`config.mk`:
```
export PLATFORM = sky130hd
export DESIGN_NAME = alu_seq
export DESIGN_NICKNAME = d
export VERILOG_FILES = /design/src/rtl/alu_seq.sv
export SDC_FILE = /design/constraint.sdc
export NUM_CORES = 1
export LEC_CHECK = 0
export CAP_MARGIN = 25
export CELL_PAD_IN_SITES_DETAIL_PLACEMENT = 0
export CELL_PAD_IN_SITES_GLOBAL_PLACEMENT = 1
export CORE_ASPECT_RATIO = 1.75
export CORE_MARGIN = 3
export CORE_UTILIZATION = 39
export CTS_CLUSTER_SIZE = 8
export DETAILED_ROUTE_END_ITERATION = 10
export GPL_TIMING_DRIVEN = 1
export HOLD_SLACK_MARGIN = 0.15
export PLACE_DENSITY = 0.87
export SYNTH_ARGS = -nofsm -noshare
export SYNTH_HDL_FRONTEND = slang
export SYNTH_SLANG_ARGS = --single-unit
```
`constraint.sdc`:
```
create_clock -name Clock -period 2.9 [get_ports Clock]
set_input_delay 0.29 -clock Clock [delete_from_list [all_inputs] [get_ports Clock]]
set_output_delay 0.29 -clock Clock [all_outputs]
set_load 0.01 [all_outputs]
```
`src/rtl/alu_seq.sv`:
```
// alu_seq: sequential ALU with single-cycle arithmetic and logic, iterative
// one-bit-per-cycle shifts, and an optional iterative shift-add multiplier.
//
// Ports:
//   Clock   - single clock, all state changes on its rising edge
//   nReset  - asynchronous active-low reset
//   Start   - operation request, accepted only while idle
//   Func    - 5-bit function code
//   A, B    - operands; B[SHW-1:0] is the shift amount for shifts
//   Busy    - a multi-cycle (shift or multiply) operation is in progress
//   Done    - one-cycle pulse, Result and Flags are valid
//   Result  - registered result
//   Flags   - registered flags {N, V, C, Z}
//
// Optional feature: define ALU_MUL_EN to build in FnMUL (code 18). Without
// it, code 18 is an undefined code (Result = A, Flags unchanged).
module alu_seq #(
  parameter int WIDTH = 16,
  parameter int SHW   = $clog2(WIDTH)
) (
  input  logic             Clock,
  input  logic             nReset,
  input  logic             Start,
  input  logic [4:0]       Func,
  input  logic [WIDTH-1:0] A,
  input  logic [WIDTH-1:0] B,
  output logic             Busy,
  output logic             Done,
  output logic [WIDTH-1:0] Result,
  output logic [3:0]       Flags
);

  localparam int HALF = WIDTH / 2;

  localparam logic [4:0] FN_A    = 5'd0;
  localparam logic [4:0] FN_B    = 5'd1;
  localparam logic [4:0] FN_ADD  = 5'd2;
  localparam logic [4:0] FN_ADC  = 5'd3;
  localparam logic [4:0] FN_SUB  = 5'd4;
  localparam logic [4:0] FN_SUC  = 5'd5;
  localparam logic [4:0] FN_NEG  = 5'd6;
  localparam logic [4:0] FN_AND  = 5'd7;
  localparam logic [4:0] FN_OR   = 5'd8;
  localparam logic [4:0] FN_XOR  = 5'd9;
  localparam logic [4:0] FN_NOT  = 5'd10;
  localparam logic [4:0] FN_NAND = 5'd11;
  localparam logic [4:0] FN_NOR  = 5'd12;
  localparam logic [4:0] FN_LSL  = 5'd13;
  localparam logic [4:0] FN_LSR  = 5'd14;
  localparam logic [4:0] FN_ASR  = 5'd15;
  localparam logic [4:0] FN_LUI  = 5'd16;
  localparam logic [4:0] FN_LLI  = 5'd17;
`ifdef ALU_MUL_EN
  localparam logic [4:0] FN_MUL  = 5'd18;
`endif

  typedef enum logic [1:0] {
    S_IDLE  = 2'd0,
    S_SHIFT = 2'd1
`ifdef ALU_MUL_EN
    , S_MUL = 2'd2
`endif
  } state_t;

  // Flags are packed {N, V, C, Z}; Z and N always follow the result.
  function automatic logic [3:0] make_flags(input logic [WIDTH-1:0] res,
                                            input logic c, input logic v);
    return {res[WIDTH-1], v, c, (res == {WIDTH{1'b0}})};
  endfunction

  state_t           r_state;
  logic             r_busy;
  logic             r_done;
  logic [WIDTH-1:0] r_result;
  logic [3:0]       r_flags;
  logic [SHW-1:0]   r_cnt;
  logic [4:0]       r_func;
  logic [WIDTH-1:0] r_sh;
`ifdef ALU_MUL_EN
  logic [WIDTH-1:0] r_opa;
  logic [WIDTH-1:0] r_hi;
  logic [WIDTH-1:0] r_lo;
  logic [WIDTH:0]   w_mul_sum;
  logic [WIDTH-1:0] w_hi_next;
  logic [WIDTH-1:0] w_lo_next;
  logic             w_mul;
`endif

  logic [WIDTH-1:0] w_add_x;
  logic [WIDTH-1:0] w_add_y;
  logic             w_add_ci;
  logic [WIDTH:0]   w_sum;
  logic             w_ovf;
  logic [WIDTH-1:0] w_res;
  logic             w_c;
  logic             w_v;
  logic             w_undef;
  logic             w_shift;
  logic [SHW-1:0]   w_k;
  logic [WIDTH-1:0] w_sh_next;
  logic             w_sh_out;

  assign Busy   = r_busy;
  assign Done   = r_done;
  assign Result = r_result;
  assign Flags  = r_flags;
  assign w_k    = B[SHW-1:0];

  // Adder operand selection: subtraction and negation reuse one adder via inversion.
  always_comb begin
    w_add_x  = A;
    w_add_y  = B;
    w_add_ci = 1'b0;
    case (Func)
      FN_ADC:  w_add_ci = r_flags[1];
      FN_SUB:  begin w_add_y = ~B; w_add_ci = 1'b1; end
      FN_SUC:  begin w_add_y = ~B; w_add_ci = r_flags[1]; end
      FN_NEG:  begin w_add_x = ~A; w_add_y = {WIDTH{1'b0}}; w_add_ci = 1'b1; end
      default: w_add_ci = 1'b0;
    endcase
  end

  assign w_sum = {1'b0, w_add_x} + {1'b0, w_add_y} + {{WIDTH{1'b0}}, w_add_ci};
  // Signed overflow: operands agree in sign but the sum does not.
  assign w_ovf = (w_add_x[WIDTH-1] == w_add_y[WIDTH-1]) &&
                 (w_sum[WIDTH-1] != w_add_x[WIDTH-1]);

  // Single-cycle result and flag selection; shifts report A with C=0 for k=0.
  always_comb begin
    w_res   = A;
    w_c     = 1'b0;
    w_v     = 1'b0;
    w_undef = 1'b0;
    w_shift = 1'b0;
`ifdef ALU_MUL_EN
    w_mul   = 1'b0;
`endif
    case (Func)
      FN_A:    w_res = A;
      FN_B:    w_res = B;
      FN_ADD, FN_ADC, FN_SUB, FN_SUC, FN_NEG: begin
        w_res = w_sum[WIDTH-1:0];
        w_c   = w_sum[WIDTH];
        w_v   = w_ovf;
      end
      FN_AND:  w_res = A & B;
      FN_OR:   w_res = A | B;
      FN_XOR:  w_res = A ^ B;
      FN_NOT:  w_res = ~A;
      FN_NAND: w_res = ~(A & B);
      FN_NOR:  w_res = ~(A | B);
      FN_LSL, FN_LSR, FN_ASR: w_shift = 1'b1;
      FN_LUI:  w_res = {B[HALF-1:0], A[HALF-1:0]};
      FN_LLI:  w_res = {A[WIDTH-1:HALF], B[HALF-1:0]};
`ifdef ALU_MUL_EN
      FN_MUL:  w_mul = 1'b1;
`endif
      default: w_undef = 1'b1;
    endcase
  end

  // One shift step on the working register; w_sh_out is the bit leaving it.
  always_comb begin
    w_sh_next = r_sh;
    w_sh_out  = 1'b0;
    case (r_func)
      FN_LSL:  {w_sh_out, w_sh_next} = {r_sh, 1'b0};
      FN_LSR:  begin w_sh_next = {1'b0, r_sh[WIDTH-1:1]}; w_sh_out = r_sh[0]; end
      FN_ASR:  begin w_sh_next = {r_sh[WIDTH-1], r_sh[WIDTH-1:1]}; w_sh_out = r_sh[0]; end
      default: w_sh_out = 1'b0;
    endcase
  end

`ifdef ALU_MUL_EN
  // Shift-add step: add the multiplicand when the multiplier LSB is set, then
  // shift the {hi, lo} product pair right by one.
  assign w_mul_sum = {1'b0, r_hi} + (r_lo[0] ? {1'b0, r_opa} : {(WIDTH+1){1'b0}});
  assign w_hi_next = w_mul_sum[WIDTH:1];
  assign w_lo_next = {w_mul_sum[0], r_lo[WIDTH-1:1]};
`endif

  // Control FSM with registered Busy/Done/Result/Flags.
  always_ff @(posedge Clock or negedge nReset) begin
    if (!nReset) begin
      r_state  <= S_IDLE;
      r_busy   <= 1'b0;
      r_done   <= 1'b0;
      r_result <= {WIDTH{1'b0}};
      r_flags  <= 4'h0;
      r_cnt    <= {SHW{1'b0}};
      r_func   <= 5'd0;
      r_sh     <= {WIDTH{1'b0}};
`ifdef ALU_MUL_EN
      r_opa    <= {WIDTH{1'b0}};
      r_hi     <= {WIDTH{1'b0}};
      r_lo     <= {WIDTH{1'b0}};
`endif
    end else begin
      r_done <= 1'b0;
      case (r_state)
        S_IDLE: begin
          if (Start) begin
            r_func <= Func;
            if (w_shift && (w_k != {SHW{1'b0}})) begin
              r_sh    <= A;
              r_cnt   <= w_k;
              r_busy  <= 1'b1;
              r_state <= S_SHIFT;
`ifdef ALU_MUL_EN
            end else if (w_mul) begin
              r_opa   <= A;
              r_hi    <= {WIDTH{1'b0}};
              r_lo    <= B;
              r_cnt   <= SHW'(WIDTH - 1);
              r_busy  <= 1'b1;
              r_state <= S_MUL;
`endif
            end else begin
              r_result <= w_res;
              r_done   <= 1'b1;
              // Undefined codes pass A through but leave the flags alone.
              if (!w_undef) begin
                r_flags <= make_flags(w_res, w_c, w_v);
              end else begin
                r_flags <= r_flags;
              end
            end
          end else begin
            r_state <= S_IDLE;
          end
        end
        S_SHIFT: begin
          r_sh  <= w_sh_next;
          r_cnt <= r_cnt - SHW'(1);
          // Counter value 1 means this edge performs the final shift.
          if (r_cnt == SHW'(1)) begin
            r_result <= w_sh_next;
            r_flags  <= make_flags(w_sh_next, w_sh_out, 1'b0);
            r_done   <= 1'b1;
            r_busy   <= 1'b0;
            r_state  <= S_IDLE;
          end else begin
            r_state <= S_SHIFT;
          end
        end
`ifdef ALU_MUL_EN
        S_MUL: begin
          r_hi  <= w_hi_next;
          r_lo  <= w_lo_next;
          r_cnt <= r_cnt - SHW'(1);
          if (r_cnt == {SHW{1'b0}}) begin
            r_result <= w_lo_next;
            r_flags  <= make_flags(w_lo_next, (w_hi_next != {WIDTH{1'b0}}), 1'b0);
            r_done   <= 1'b1;
            r_busy   <= 1'b0;
            r_state  <= S_IDLE;
          end else begin
            r_state <= S_MUL;
          end
        end
`endif
        default: begin
          r_busy  <= 1'b0;
          r_state <= S_IDLE;
        end
      endcase
    end
  end

endmodule

```
==> impl_metrics.json, run 1 <==
{
  "grt_setup_unrepaired": "yes",
  "setup_ws_ps": -233,
  "clkTransAtPathRegs_ps": 60,
  "p_seq_share_pct": 28.5,
  "numCtsBuffers": 5,
  "ir_drop_v": 0.000280,
  "drtAntennaViolNets": 0,
  "p_leak_nw": 3.75,
  "fillers": 1274,
  "hold_path.class": "input port to register",
  "top_level_ports": 62,
  "portBuffers": 61,
  "async_reset_ff_share_pct": 100,
  "worstPathArrival_ps": 3310,
  "drt_first_pass_iters": 7,
  "ys.flop_type": "dfrtp_1",
  "drv_cap": 0,
  "syn_inst": 733,
  "antennaDiodeCount": 0,
  "endpoint_kind": "register",
  "htreeDepth": 2,
  "worstMarginPinSlew_ps": 740,
  "crit_required_ps": 3080,
  "failed_checks": "setup timing",
  "start_kind": "input port",
  "cts.sinks": 48,
  "die_h_um": 166,
  "clk_latency_ps": 290,
  "status": "complete, but fails checks",
  "gp_congestion": 1.04,
  "synthToLayoutAreaGrowth_pct": 47.2,
  "power_mw": 4.53,
  "wirelength_um": 23300,
  "synth_warnings": 0,
  "synth_seq_cells": 48,
  "drive_gt1_share_pct": 30.7,
  "fin_tns_setup_ps": -1390,
  "min_path_cells": 3,
  "swShare_pct": 43.2,
  "regArea_um2": 1200,
  "slew_headroom_pct": 49.9,
  "hold_viol": 0,
  "grt_max_degree": 32,
  "multi_input_area_um2": 4520,
  "period_share_pct": 108,
  "grt_pass1_wl_um": 36800,
  "cts_tree": "done",
  "cellPowerDensity_nw_per_um2": 540,
  "setup_viol": 9,
  "die_x_um": 97.4,
  "die_area_um2": 16200,
  "core_um2": 14100,
  "power_frac_comb_pct": 59.1,
  "min_period_ps": 3130,
  "syn_area_um2": 5700,
  "clock.fmax_mhz": 319,
  "dp_hpwl_um": 18400,
  "vias": 6647,
  "p_int_mw": 2.58,
  "path_class": "input port to register",
  "synth_edf_count": 0,
  "cts_buffer_depth": 2,
  "drv_slew": 0,
  "worst_hold_slack_ps": 429,
  "dp_slack_ps": -1180,
  "cts_root_buf": "clkbuf_16",
  "antenna_found_initial": 0,
  "syn_avg_cell_area_um2": 7.78,
  "yosysSeqAreaShare_pct": 21.1,
  "num_rows": 57,
  "grt_usage_pct": 28.2,
  "critPathMaxFanout": 7,
  "wl_per_cell_um": 20.7,
  "grt_pass1_vias": 6878,
  "grt-ovfl-total": 0,
  "worst_r2r_path_depth": 13,
  "p_switching_mw": 1.96,
  "nets": 1039,
  "ys_types": 77,
  "syn_nets": 824,
  "viasPerCell": 5.91,
  "drtIter0Drc": 389,
  "p_clk_share_pct": 12.4,
  "fin_skew_ps": 3.67,
  "drc": 0,
  "initial_core_util_pct": 40.4
}
cells in the mapped netlist, types with 4 or more instances:
cell type / instances / area [um^2]
o21ai_0: 66 / 330
nor3_1: 10 / 50.1
nor2_1: 46 / 173
mux2_2: 7 / 78.8
mux2i_1: 18 / 180
nand3_1: 16 / 80.1
nand2_1: 97 / 364
a221oi_1: 12 / 105
clkbuf_1: 31 / 116
xor2_1: 14 / 123
xnor2_1: 26 / 228
a21boi_0: 8 / 60.1
o2111ai_1: 4 / 35.0
o31ai_1: 6 / 45.0
a22o_1: 4 / 35.0
and2_1: 9 / 56.3
o41ai_1: 4 / 35.0
o22a_1: 4 / 35.0
o21ai_1: 4 / 20.0
o211ai_1: 14 / 105
ha_1: 49 / 613
o21a_1: 7 / 52.6
a22oi_1: 19 / 143
nor4_1: 5 / 31.3
o22ai_1: 4 / 25.0
buf_2: 10 / 50.1
inv_1: 43 / 161
dfrtp_1: 48 / 1200
a211oi_1: 7 / 52.6
nand4_1: 5 / 31.3
a21oi_1: 32 / 160
a21o_1: 6 / 45.0
o32ai_1: 4 / 35.0
nor2b_1: 5 / 31.3
a31oi_1: 5 / 31.3
and3b_1: 6 / 52.6
nand2b_1: 6 / 37.5
a221o_1: 6 / 60.1
worst max-delay path, cell delays in order:
cell and delay (ps):
buf_8 100, buf_6 120, buf_6 120, nand2_4 50
nand3b_1 120, buf_6 160, buf_12 130, nand2_4 70
o21ai_4 70, ha_4 300, buf_6 90, nand4_1 190
nor2_4 180, a211oi_2 90, a211oi_2 300, and4b_1 280
o31ai_2 80, a32o_2 300, buf_6 120, nand4b_1 80
o21ai_1 70
layout make-up:
class / count / area share, %
clock buffers: 6 / 1.54
clock inverters: 1 / 0.0596
inverters: 44 / 1.97
multi-input cells: 594 / 53.9
flip-flops and latches: 48 / 14.3
well taps: 177 / 2.64
repair buffers: 255 / 25.6
state kept, by name, indices dropped and copies added (netlist names):
name     cells
Result      16
r_sh        16
r_func       5
Flags        4
r_cnt        4
Busy         1
Done         1
r_state      1
kinds of logic after synthesis:
family	Yosys count	share of synthesized area, %
AOI/OAI and AO/OA	243	29.4
adders and majority gates	51	11.5
xor gates and xnor gates	40	6.14
muxes	25	4.54
buffers and inverters	91	6.80
DFF	48	21.1
and+or+nand+nor	235	20.6
placed cells by master (no fill, tap or decap), types with 5 or more instances in the layout:
cell | netlist | routed
and3b_1 | 6 | 6
mux2i_1 | 18 | 18
clkbuf_16 | 0 | 5
nand2_1 | 97 | 93
a21o_1 | 6 | 6
nand4_1 | 5 | 5
inv_1 | 43 | 41
nor2_1 | 46 | 41
clkdlybuf4s50_1 | 0 | 54
nand2b_1 | 6 | 5
ha_1 | 49 | 44
a221oi_1 | 12 | 12
a22oi_1 | 19 | 19
a221o_1 | 6 | 6
buf_4 | 3 | 181
o21ai_1 | 4 | 11
o21ai_0 | 66 | 48
buf_6 | 3 | 13
nor3_1 | 10 | 9
o21ai_2 | 0 | 9
xor2_1 | 14 | 14
o21a_1 | 7 | 7
xnor2_1 | 26 | 22
o211ai_1 | 14 | 14
and2_1 | 9 | 9
a21boi_0 | 8 | 8
dfrtp_1 | 48 | 48
a21oi_1 | 32 | 26
nand3_1 | 16 | 14
layer usage:
layer	global-route usage (%)	share of wire, %
met1	31.2	37
met2	51.0	52
met3	2.40	4.0
met4	18.1	6.5
met5	0	0
power groups by stage:
stage               Clock [mW]  Sequential, mW  Combinational [mW]
CTS                      0.569            1.28                2.61
global route             0.596            1.33                2.92
global placement             0            1.27                2.42
finish                   0.562            1.29                2.68
floorplan                    0            1.25                1.35
detailed placement           0            1.29                2.47
path summary, 6_finish.rpt:
path,start,slack (ps),endpoint
setup / recovery,Func[1],-230,Flags[0]
hold / removal,Func[1],430,r_func[1]
setup reg to reg,Flags[1],-140,Result[15]
hold reg to reg,Result[14],480,Result[14]
max in group asynchronous,nReset,1560,r_sh[3]
min in group asynchronous,nReset,590,r_cnt[1]
through the flow:
| stage | instance area (um^2) | util (%) | std cells |
|---|---|---|---|
| floorplan | 5880 | - | 733 |
| global placement | 7740 | 54.8 | 1097 |
| detailed placement | 7740 | 54.8 | 1097 |
| CTS | 8270 | 58.6 | 1120 |
| global route | 8390 | 59.4 | 1125 |
| finish | 8390 | 59.4 | 1125 |
timing repair:
action / in CTS / in global routing
hold buffers: 1 / 0
setup buffers: 15 / 5
endpoints found under the hold margin: 30 / 0
pin swaps: 36 / 19
endpoints found under the setup margin: 19 / 18
gates resized for setup: 97 / 19
Note: power is estimated with default switching activity, not from simulation.
==> run 2: changes to the inputs <==
--- a/config.mk
+++ b/config.mk
@@ -5,6 +5,7 @@
 export SDC_FILE = /design/constraint.sdc
 export NUM_CORES = 1
 export LEC_CHECK = 0
+export ABC_CLOCK_PERIOD_IN_PS = 2900
 export CAP_MARGIN = 25
 export CELL_PAD_IN_SITES_DETAIL_PLACEMENT = 0
 export CELL_PAD_IN_SITES_GLOBAL_PLACEMENT = 1
==> results of run 2 <==
No change in the layout: final DEF, timing and power equal those of run 1.
